$ cat src/rtl/ahb_pkg.sv
// Shared types and defaults for the AHB round-robin arbiter.
package ahb_pkg;

  typedef enum logic [1:0] {
    ST_IDLE    = 2'd0,
    ST_GRANTED = 2'd1,
    ST_LOCKED  = 2'd2
  } arb_state_e;

  localparam int unsigned DEF_NUM_M        = 4;
  localparam int unsigned DEF_STARVE_LIMIT = 8;
  localparam int unsigned WCNT_W           = 4;

endpackage

$ cat src/rtl/ahb_rr_pick.sv
// Combinational circular first-one finder: scans the mask starting at
// 'start' and wrapping around, returning the first set position.
module ahb_rr_pick #(
  parameter int unsigned N  = 4,
  parameter int unsigned IW = (N > 1) ? $clog2(N) : 1
) (
  input  logic [N-1:0]  mask,
  input  logic [IW-1:0] start,
  output logic          valid,
  output logic [IW-1:0] idx
);

  // Walk positions start, start+1, ... mod N and latch the first hit.
  always_comb begin
    int unsigned p;
    valid = 1'b0;
    idx   = '0;
    for (int unsigned k = 0; k < N; k++) begin
      p = (int'(start) + k) % N;
      if (!valid && mask[p]) begin
        valid = 1'b1;
        idx   = p[IW-1:0];
      end
    end
  end

endmodule

$ cat src/rtl/ahb_rr_arbiter.sv
// AHB bus arbiter: round-robin within priority class, locked transfers,
// and starvation override driven by per-master wait counters.
module ahb_rr_arbiter
  import ahb_pkg::*;
#(
  parameter int unsigned NUM_M        = DEF_NUM_M,
  parameter int unsigned STARVE_LIMIT = DEF_STARVE_LIMIT
) (
  input  logic                     HCLK,
  input  logic                     HRESETn,
  input  logic [NUM_M-1:0]         HBUSREQ,
  input  logic [NUM_M-1:0]         HLOCK,
  input  logic [NUM_M-1:0]         HPRIO,
  input  logic                     HREADY,
  output logic [NUM_M-1:0]         HGRANT,
  output logic [$clog2(NUM_M)-1:0] HMASTER,
  output logic [$clog2(NUM_M)-1:0] HMASTER_D,
  output logic                     HMASTLOCK,
  output logic                     STARVE_EVT
);

  localparam int unsigned IW = $clog2(NUM_M);
  localparam logic [IW-1:0]     LAST_IDX = IW'(NUM_M - 1);
  localparam logic [WCNT_W-1:0] WLIMIT   = WCNT_W'(STARVE_LIMIT);

  arb_state_e        state_q, state_d;
  logic [IW-1:0]     last_owner, last_d;
  logic [NUM_M-1:0]  grant_d;
  logic [IW-1:0]     master_d;
  logic              starve_d;
  logic [WCNT_W-1:0] wcnt_q [NUM_M];
  logic [WCNT_W-1:0] wcnt_d [NUM_M];

  logic              arb_pt;
  logic [NUM_M-1:0]  starved, prio_req, cand;
  logic [IW-1:0]     start_idx;
  logic              win_valid;
  logic [IW-1:0]     win;

  // Candidate masks: starved requesters, then high-priority, then everyone.
  always_comb begin
    starved   = '0;
    for (int unsigned i = 0; i < NUM_M; i++)
      starved[i] = HBUSREQ[i] && (wcnt_q[i] == WLIMIT);
    prio_req  = HBUSREQ & HPRIO;
    if (|starved)
      cand = starved;
    else if (|prio_req)
      cand = prio_req;
    else
      cand = HBUSREQ;
    start_idx = (last_owner == LAST_IDX) ? '0 : last_owner + 1'b1;
  end

  ahb_rr_pick #(
    .N  (NUM_M),
    .IW (IW)
  ) u_pick (
    .mask  (cand),
    .start (start_idx),
    .valid (win_valid),
    .idx   (win)
  );

  // Next-state and next-grant decode; everything holds outside arbitration points.
  always_comb begin
    arb_pt   = 1'b0;
    state_d  = state_q;
    grant_d  = HGRANT;
    master_d = HMASTER;
    last_d   = last_owner;
    starve_d = 1'b0;
    case (state_q)
      ST_IDLE:    arb_pt = 1'b1;
      ST_GRANTED: arb_pt = HREADY;
      ST_LOCKED:  arb_pt = HREADY && !HLOCK[HMASTER];
      default:    arb_pt = 1'b1;
    endcase
    if (arb_pt) begin
      if (win_valid) begin
        state_d       = HLOCK[win] ? ST_LOCKED : ST_GRANTED;
        grant_d       = '0;
        grant_d[win]  = 1'b1;
        master_d      = win;
        last_d        = win;
        starve_d      = |starved;
      end else begin
        state_d = ST_IDLE;
        grant_d = '0;
      end
    end
  end

  // Wait counters advance only at arbitration points, saturating at the limit.
  always_comb begin
    for (int unsigned i = 0; i < NUM_M; i++) begin
      wcnt_d[i] = wcnt_q[i];
      if (arb_pt) begin
        if (!HBUSREQ[i] || (win_valid && (win == IW'(i))))
          wcnt_d[i] = '0;
        else if (wcnt_q[i] != WLIMIT)
          wcnt_d[i] = wcnt_q[i] + 1'b1;
      end
    end
  end

  // State and registered outputs; synchronous reset wins over everything.
  always_ff @(posedge HCLK) begin
    if (!HRESETn) begin
      state_q    <= ST_IDLE;
      HGRANT     <= '0;
      HMASTER    <= '0;
      HMASTER_D  <= '0;
      STARVE_EVT <= 1'b0;
      last_owner <= LAST_IDX;
      for (int unsigned i = 0; i < NUM_M; i++)
        wcnt_q[i] <= '0;
    end else begin
      state_q    <= state_d;
      HGRANT     <= grant_d;
      HMASTER    <= master_d;
      STARVE_EVT <= starve_d;
      last_owner <= last_d;
      if (HREADY)
        HMASTER_D <= HMASTER;
      for (int unsigned i = 0; i < NUM_M; i++)
        wcnt_q[i] <= wcnt_d[i];
    end
  end

  assign HMASTLOCK = (state_q == ST_LOCKED);

endmodule

$ cat config.mk
export PLATFORM = sky130hd
export DESIGN_NAME = ahb_rr_arbiter
export DESIGN_NICKNAME = d
export VERILOG_FILES = /design/src/rtl/ahb_pkg.sv /design/src/rtl/ahb_rr_pick.sv /design/src/rtl/ahb_rr_arbiter.sv
export SDC_FILE = /design/constraint.sdc
export NUM_CORES = 1
export LEC_CHECK = 0
export CAP_MARGIN = 20
export CORE_ASPECT_RATIO = 1.1
export CORE_MARGIN = 5
export CORE_UTILIZATION = 49
export CTS_CLUSTER_DIAMETER = 80
export DETAILED_ROUTE_END_ITERATION = 7
export PLACE_DENSITY = 0.75
export SYNTH_ARGS = -nofsm -noshare
export SYNTH_HDL_FRONTEND = slang
export SYNTH_SLANG_ARGS = --single-unit
$ cat constraint.sdc
create_clock -name HCLK -period 2.8 [get_ports HCLK]
set_clock_uncertainty 0.15 [all_clocks]
set_input_delay 0.28 -clock HCLK [delete_from_list [all_inputs] [get_ports HCLK]]
set_output_delay 0.28 -clock HCLK [all_outputs]
set_load 0.02 [all_outputs]
# Word level (Yosys, flattened, before mapping)
# Memories as Yosys holds them, arrays and structs flattened.
# Cells that the tools add are included.
# word_totals
mem_bits_rw	16
reg_bits	13
output_inout_bits	10
mem_count	1
# op_classes
magnitude_cmp	7
addsub	8
n_reduce_logical	30
n_mux	47
bitwise_logic	5
n_eq_ne	14
# mem_list
memory	words	word_bits	read_ports	rd_clocked_by_memory_dff	write_ports	line_no	source
wcnt_q	4	4	4	0	4	ahb_rr_arbiter.sv:31	logic [WCNT_W-1:0] wcnt_q [NUM_M];
# op_table
op	n
$mux W4	19
$lt A2 B3 Y1 const B	6
$add A4 B1 Y4 const B	4
$eq A4 B4 Y1 const B	4
$ne A4 B4 Y1 const B	4
$mux W2	7
$logic_and A1 B1 Y1	13
$mux W1	13
$bmux W1 S2	6
$eq A2 B2 Y1 const B	4
$logic_not A1 Y1	8
$reduce_or A4 Y1	2
$add A2 B1 Y2 const B	2
$add A2 B2 Y2 const B	2
$and A4 B4 Y4	1
$eq A2 B1 Y1 const B	2
$logic_or A1 B1 Y1	4
$or A1 B1 Y1	4
$reduce_and A3 Y1	1
$demux W1 S2	1
$ge A2 B1 Y1 const B	1
$logic_not A2 Y1	1
$pmux W1 S2	1
$reduce_and A2 Y1	1

# Depth between registers and ports, before layout
# Gate-level depths: netlist (run 1).
# An unclocked memory read counts as a cell.
# logic_depth
depth_word	23
mapped_depth	10
mapped_depth_nobuf	10

# By module
# A second synthesis (run 1) with hierarchy kept.
# hier_totals
hier_cells	241
hier_area_um2	1971.9
# by_module_without_submodules
mod	instances	area_each_um2	seq_area_each_um2	cells_per_inst
ahb_rr_arbiter	1	1894.3	580.6	226
ahb_rr_pick	1	77.6	0.0	15

# Worst setup path after synthesis (run 1)
# OpenSTA, ideal clock, no wires.
# synth_timing
path_kind	register to register
from	memory wcnt_q[2][0]
to	memory wcnt_q[1][2]
stages_incl_launch_ff	11
slack_ns	0.193
synth_period_minus_slack_ns	2.607
path_buffers	0
setup_ns	0.088
arrival_time_ns	2.369
cell_sequence	dfxtp_1 > inv_1 > ha_1 > and4b_2 > nor2_2 > a41oi_4 > o21ai_1 > a311o_1 > a21o_1 > or3_4 > o32ai_2
# synth_rtl
element	line_no
start: declaration	ahb_rr_arbiter.sv:31

==> results.toml, run 1 <==
[sta]
period_needed_ns = 2.650
fin_ws_ns = 0.1502
max_freq_ghz = 0.3774
final.setup.tns_ns = 0
setup_viol = 0
tightest_slew_ns = 0.7051
relSlewSlack_pct = 52.99
final_max_slew_viol_count = 0
fin_crit_sh_pct = 94.64
finalHoldViolCount = 0

[floorplan]
num_rows = 23
die_area_um2 = 5184
die_h_um = 75.02
core_um2 = 3684
die_w_um = 69.11
ioPinCount = 25
initial_core_util_pct = 51.12

[global_routing]
grt_pass1_wl_um = 9059
grt_util_all_layers_pct = 21.62
grt_max_degree = 13
grt_pass1_vias = 1977
globalRouteOverflowTotal = 0
antenna_found_initial = 0

[synthesis]
synthTopCellsByArea = "dfxtp_1 (31%), ha_1 (7.3%), nand2_1 (6.4%), a21oi_1 (4.3%), nor2_1 (4.0%)"
netlist_area_um2 = 1883
synth-edff-count = 0
yosysTopAreaCellShare_pct = 30.83
yosysTopAreaCell = "dfxtp_1"
avgSynthCellArea_um2 = 8.117
yosys_register_bits = 29
yosys_warnings = 0
synthCells = 232
synthFlopType = "dfxtp_1"
async_flop_share_pct = 0
synth_nets = 258
yosysUniqueCellTypes = 56
ys_seq_area_share_pct = 30.83

[worst_setup_path]
crit_slowest_cell = "clkdlybuf4s50_1"
timing.rr.start = "wcnt_q[0][0]$_SDFFE_PN0P_"
crit_path_start = "HBUSREQ[1]"
path_common_cell = "a21o_1"
slowest_delay_ns = 0.58
path_cells = "clkdlybuf4s50_1, a22oi_2, a21o_1, a41oi_4, o21ai_1, a311o_1, a21o_1, or3_4, o32ai_2"
worstSetupPathType = "input port to flip-flop"
crit_path_end_kind = "flip-flop"
required_ns = 2.86
crit_fanout = 4
start_kind = "input port"
worst_r2r_path_depth = 11
cp.arrival_ns = 2.71

[layout]
drive_above_1_share_pct = 23.92
n_fill_cell = 318
area_growth_pct = 39.73
diodes = 0
utilization_pct = 71.43
fin_nets = 326
final_cell_area_um2 = 2631

[placed_design]
gp_congestion = 0.9708
post-dp-hpwl_um = 4053
placedInstanceArea_um2 = 2490
place.port_buffers = 24
pre_cts_slack_ns = -0.1508

[routing]
dr.pass1.iters = 5
wl_um = 5249
ant_nets = 0
drc = 0
vias = 1995
wire_per_inst_um = 14.95
drt-initial-drc-count = 171
avgViaCountPerCell = 5.684

[power]
swShare_pct = 43.71
total_leakage_power_nw = 1.130
power_frac_seq_pct = 25.8
ir_drop_v = 0.0006440
clockPowerShare_pct = 15.5
switchingPower_mw = 0.9804
powerDensity_nw_per_um2 = 852.4
p_comb_share_pct = 58.6
internal_power_mw = 1.262

[cts]
clk_pin_slew_ns = 0.07
cts_sinks = 29
cts_tree = "done"
h-tree-depth = 2
cts-buffers-inserted = 5
cts-root-buf = "clkbuf_8"
clock_latency_ns = 0.29
clock_tree.buffer_depth = 2

[hold_path]
holdCritStartpoint = "wcnt_q[0][0]$_SDFFE_PN0P_"
whs_path_depth = 1
hp-class = "flip-flop to flip-flop"

[flow_run]
drv_cap = 0

[status]
status = "finished, final reports clean"
[critical path: cells and delay by family]
family                 cells  cell delay [ns]
buffers and inverters      1             0.58
AND/OR/NAND/NOR            1             0.33
AO/OA/AOI/OAI              7             1.52
[power groups by stage]
| stage | Combinational [mW] | Clock [mW] | Sequential, mW |
|---|---|---|---|
| after global placement | 1.25 | 0 | 0.580 |
| after global routing | 1.46 | 0.377 | 0.594 |
| after floorplan | 0.737 | 0 | 0.610 |
| after detailed placement | 1.26 | 0 | 0.583 |
| after CTS | 1.27 | 0.354 | 0.574 |
| final | 1.31 | 0.348 | 0.580 |
[routing by layer]
metal | vias to the layer above | track usage, % | wire length, um
met5 | - | 0 | 0
met4 | 0 | 6.941 | 93
met3 | 10 | 4.940 | 243
met2 | 59 | 38.14 | 2552
met1 | 930 | 26.51 | 2360
li1 | 996 | - | -
[cell type report]
type | count | area [um2] | area share [%]
sequential | 29 | 588.1 | 22.35
inverter | 17 | 63.81 | 2.425
tap | 50 | 62.56 | 2.378
clock inverter | 3 | 17.52 | 0.6657
timing repair buffer | 67 | 568.0 | 21.59
multi-input combinational | 180 | 1262 | 47.98
clock buffer | 5 | 68.82 | 2.615
[Yosys cell counts, drive strengths merged (2+ instances only)]
| cell | number |
|---|---|
| nand2 | 32 |
| dfxtp | 29 |
| nor2 | 21 |
| inv | 17 |
| a21oi | 16 |
| o21ai | 13 |
| ha | 11 |
| nand3 | 10 |
| a21o | 6 |
| clkbuf | 6 |
| a22oi | 5 |
| a31oi | 5 |
| mux2i | 5 |
| and4b | 4 |
| nand4b | 4 |
| nor2b | 3 |
| o22ai | 3 |
| o32ai | 3 |
| a21boi | 2 |
| a311oi | 2 |
| nand4 | 2 |
| nor3 | 2 |
| nor4b | 2 |
| o21a | 2 |
| o221ai | 2 |
| o2bb2ai | 2 |
| o31ai | 2 |
| or3 | 2 |
[cells by family after synthesis]
kind of cell / synth area share, %
adders and majority gates: 7.309
muxes: 3.854
and+or+nand+nor: 24.12
AOI/OAI and AO/OA: 29.30
buffers and inverters: 4.585
DFF: 30.83
[flip-flops by register name, indices dropped and copies added (netlist names)]
register and cells:
last_owner 2, HGRANT 4, STARVE_EVT 1, wcnt_q 16
HMASTER 2, HMASTER_D 2, state_q 2
[cell usage in the layout (no fill, tap or decap), drive strengths merged, types with 4 or more instances in the layout]
master         netlist  routed
inv                 17      17
o21ai               13      13
a31oi                5       5
buf                  0      43
a22oi                5       5
clkdlybuf4s50        0      22
nand3               10      10
nand2               32      32
clkbuf               6       5
nor2                21      21
nand4b               4       4
a21o                 6       6
dfxtp               29      29
ha                  11      11
a21oi               16      16
mux2i                5       5
and4b                4       4
[path summary, 6_finish.rpt]
check                               to  slack, ns
min reg2reg  wcnt_q[0][0]$_SDFFE_PN0P_       0.32
min          wcnt_q[0][0]$_SDFFE_PN0P_       0.32
max          wcnt_q[1][2]$_SDFFE_PN0P_       0.15
max reg2reg  wcnt_q[1][2]$_SDFFE_PN0P_       0.16
[stage by stage]
step	power [mW]	instances	hold WS, ns
floorplan	1.347	232	0.2815
global placement	1.827	343	0.3051
detailed placement	1.845	343	0.3224
CTS	2.197	351	0.3374
global route	2.429	351	0.3510
finish	2.243	351	0.3236
[repair_timing]
action / in CTS / in global routing
endpoints found under the hold margin: 0 / 0
gates resized for setup: 0 / 15
setup endpoints to repair: 0 / 14
buffers inserted: 0 / 0
hold buffers: 0 / 0
No activity file was read; power rests on OpenSTA's default activity.
==> run 2: changes to the inputs <==
Settings changed: GPL_TIMING_DRIVEN set to 0.
==> results.toml, run 2 (synthesis gave the netlist of run 1 again) <==
[status]
status = "finished, final reports clean"

[worst_setup_path]
required_ns = 2.85
r2r_slack_ns = 0.10
crit_slowest_cell = "clkdlybuf4s50_1"
path_cells = "clkdlybuf4s50_1, and4b_2, nor2_4, a41oi_4, o22ai_2, a311o_1, a21o_1, or3_4, o32ai_2"
slowest_delay_ns = 0.59
crit_fanout = 7
path_buf_inv = 1
crit_path_end_kind = "flip-flop"
start_kind = "input port"
path_delay_family = "compound AO/OA/AOI/OAI gates"
cp.arrival_ns = 2.76
worstSetupPathType = "input port to flip-flop"

[layout]
diodes = 0
largest_reg_flops = 16
final_cell_mix = "nand2_1 (32), dfxtp_1 (23), clkdlybuf4s50_1 (20), nor2_1 (19), inv_1 (17)"
regMostFlops = "wcnt_q"
mostFrequentLayoutCell = "nand2_1"
fin_nets = 301
area_growth_pct = 28.44
reg_top3 = "wcnt_q x16, HGRANT x4"
drive_above_1_share_pct = 17.39
final_cell_area_um2 = 2419

[cts]
cts-root-buf = "clkbuf_8"
clk_pin_slew_ns = 0.06
cts_hold_buf = 0
h-tree-depth = 2
clock_latency_ns = 0.28
cts-buffers-inserted = 5
cts_tree = "done"
cts_sinks = 29
clock_tree.buffer_depth = 2

[sta]
setup_viol = 0
period_needed_ns = 2.716
final_max_slew_viol_count = 0
final.setup.tns_ns = 0
fin_ws_ns = 0.08388
finalHoldViolCount = 0
relSlewSlack_pct = 61.21
max_freq_ghz = 0.3682
rsz0062_at_grt = "true"
tightest_slew_ns = 0.5819
fin_crit_sh_pct = 97.00

[global_routing]
grt_pass1_wl_um = 7879
grt_util_all_layers_pct = 18.97
grt_max_degree = 11
antenna_found_initial = 0
grt_pass1_vias = 1705
globalRouteOverflowTotal = 0

[placed_design]
gp_congestion = 0.9210
place.port_buffers = 23
placedInstanceArea_um2 = 2176
pre_cts_slack_ns = -0.3959
post-dp-hpwl_um = 3512

[routing]
dr.pass1.iters = 5
drc = 0
wl_um = 4926
avgViaCountPerCell = 5.975
drt-initial-drc-count = 106
vias = 1948
wire_per_inst_um = 15.11
ant_nets = 0

[power]
total_leakage_power_nw = 0.9815
swShare_pct = 45.78
clockPowerShare_pct = 16.0
power_frac_seq_pct = 28.3
internal_power_mw = 1.121
p_comb_share_pct = 55.7
powerDensity_nw_per_um2 = 855.2
switchingPower_mw = 0.9469
ir_drop_v = 0.0006845

[floorplan]
die_w_um = 69.11
core_um2 = 3684
num_rows = 23
ioPinCount = 25
die_area_um2 = 5184
initial_core_util_pct = 51.12
die_h_um = 75.02

[flow_run]
drv_cap = 0

[hold_path]
hp-class = "flip-flop to flip-flop"
[run 2: changes by cell type in the layout (fill, tap and decap cells not counted), sizes merged]
| cell | delta |
|---|---|
| clkinvlp | -1 |
| clkdlybuf4s50 | -2 |
| dlymetal6s2s | -1 |
| buf | -30 |
| dlygate4sd2 | +2 |
| clkbuf | +7 |
[run 2: layer usage]
metal  routed length [um]  vias to the layer above  GRT usage [%]
li1                     -                      956              -
met1                 2220                      914          23.63
met2                 2349                       69          31.99
met3                  286                        9          5.073
met4                   70                        0          6.941
met5                    0                        -              0
[run 2: layout make-up]
type / count / area (um2)
plain buffers: 6 / 22.52
inverters: 17 / 63.81
clock buffers: 6 / 72.57
clock inverters: 2 / 10.01
fillers: 330 / 1265
multi-input cells: 180 / 1271
repair buffers: 36 / 327.8
well taps: 50 / 62.56
flip-flops and latches: 29 / 588.1
[run 2: metrics by stage]
step	power, mW	util, %	hold slack (ns)	std cells
after floorplan	1.347	-	0.2815	232
after global placement	1.634	59.07	0.3100	305
after detailed placement	1.651	59.07	0.3233	305
after CTS	2.008	62.06	0.3374	317
after global routing	2.233	65.66	0.3371	326
final	2.068	65.66	0.3261	326
[run 2: power groups by stage]
stage               Sequential [mW]  Combinational [mW]  Clock (mW)
floorplan                     0.610               0.737           0
global placement              0.587                1.05           0
detailed placement            0.588                1.06           0
CTS                           0.580                1.09       0.333
global route                  0.598                1.27       0.364
finish                        0.586                1.15       0.330
[run 2: worst reg2reg max path, cell delays in order, from the launching register on]
cell and delay (ns):
dfxtp_2 0.34, inv_1 0.07, ha_1 0.18, and4b_2 0.31
nor2_4 0.06, a41oi_4 0.31, o22ai_2 0.15, a311o_1 0.32
a21o_1 0.21, or3_4 0.34, o32ai_2 0.19
[run 2: what timing repair did]
action,in CTS,in global routing
gates resized for setup,3,21
endpoints found under the setup margin,8,17
pin swaps,4,10
buffers inserted,4,9
[run 2: worst paths after layout]
path / to / cells after the start / start
min: wcnt_q[0][0]$_SDFFE_PN0P_ / 1 / wcnt_q[0][0]$_SDFFE_PN0P_
max: wcnt_q[1][2]$_SDFFE_PN0P_ / 9 / HBUSREQ[3]
min reg2reg: wcnt_q[0][0]$_SDFFE_PN0P_ / 1 / wcnt_q[0][0]$_SDFFE_PN0P_
max reg2reg: wcnt_q[1][2]$_SDFFE_PN0P_ / 10 / wcnt_q[2][0]$_SDFFE_PN0P_
==> run 3: changes to the inputs <==
--- a/constraint.sdc
+++ b/constraint.sdc
@@ -4,2 +4,2 @@
 set_output_delay 0.28 -clock HCLK [all_outputs]
-set_load 0.02 [all_outputs]
+set_load 0.01 [all_outputs]
==> results of run 3 <==
Same layout as run 2 (identical final DEF). Status: finished, final reports clean.
Main changes from that run: total power 2.068 mW -> 2.041 mW; worst IR drop on VDD 0.0006845 V -> 0.0006839 V
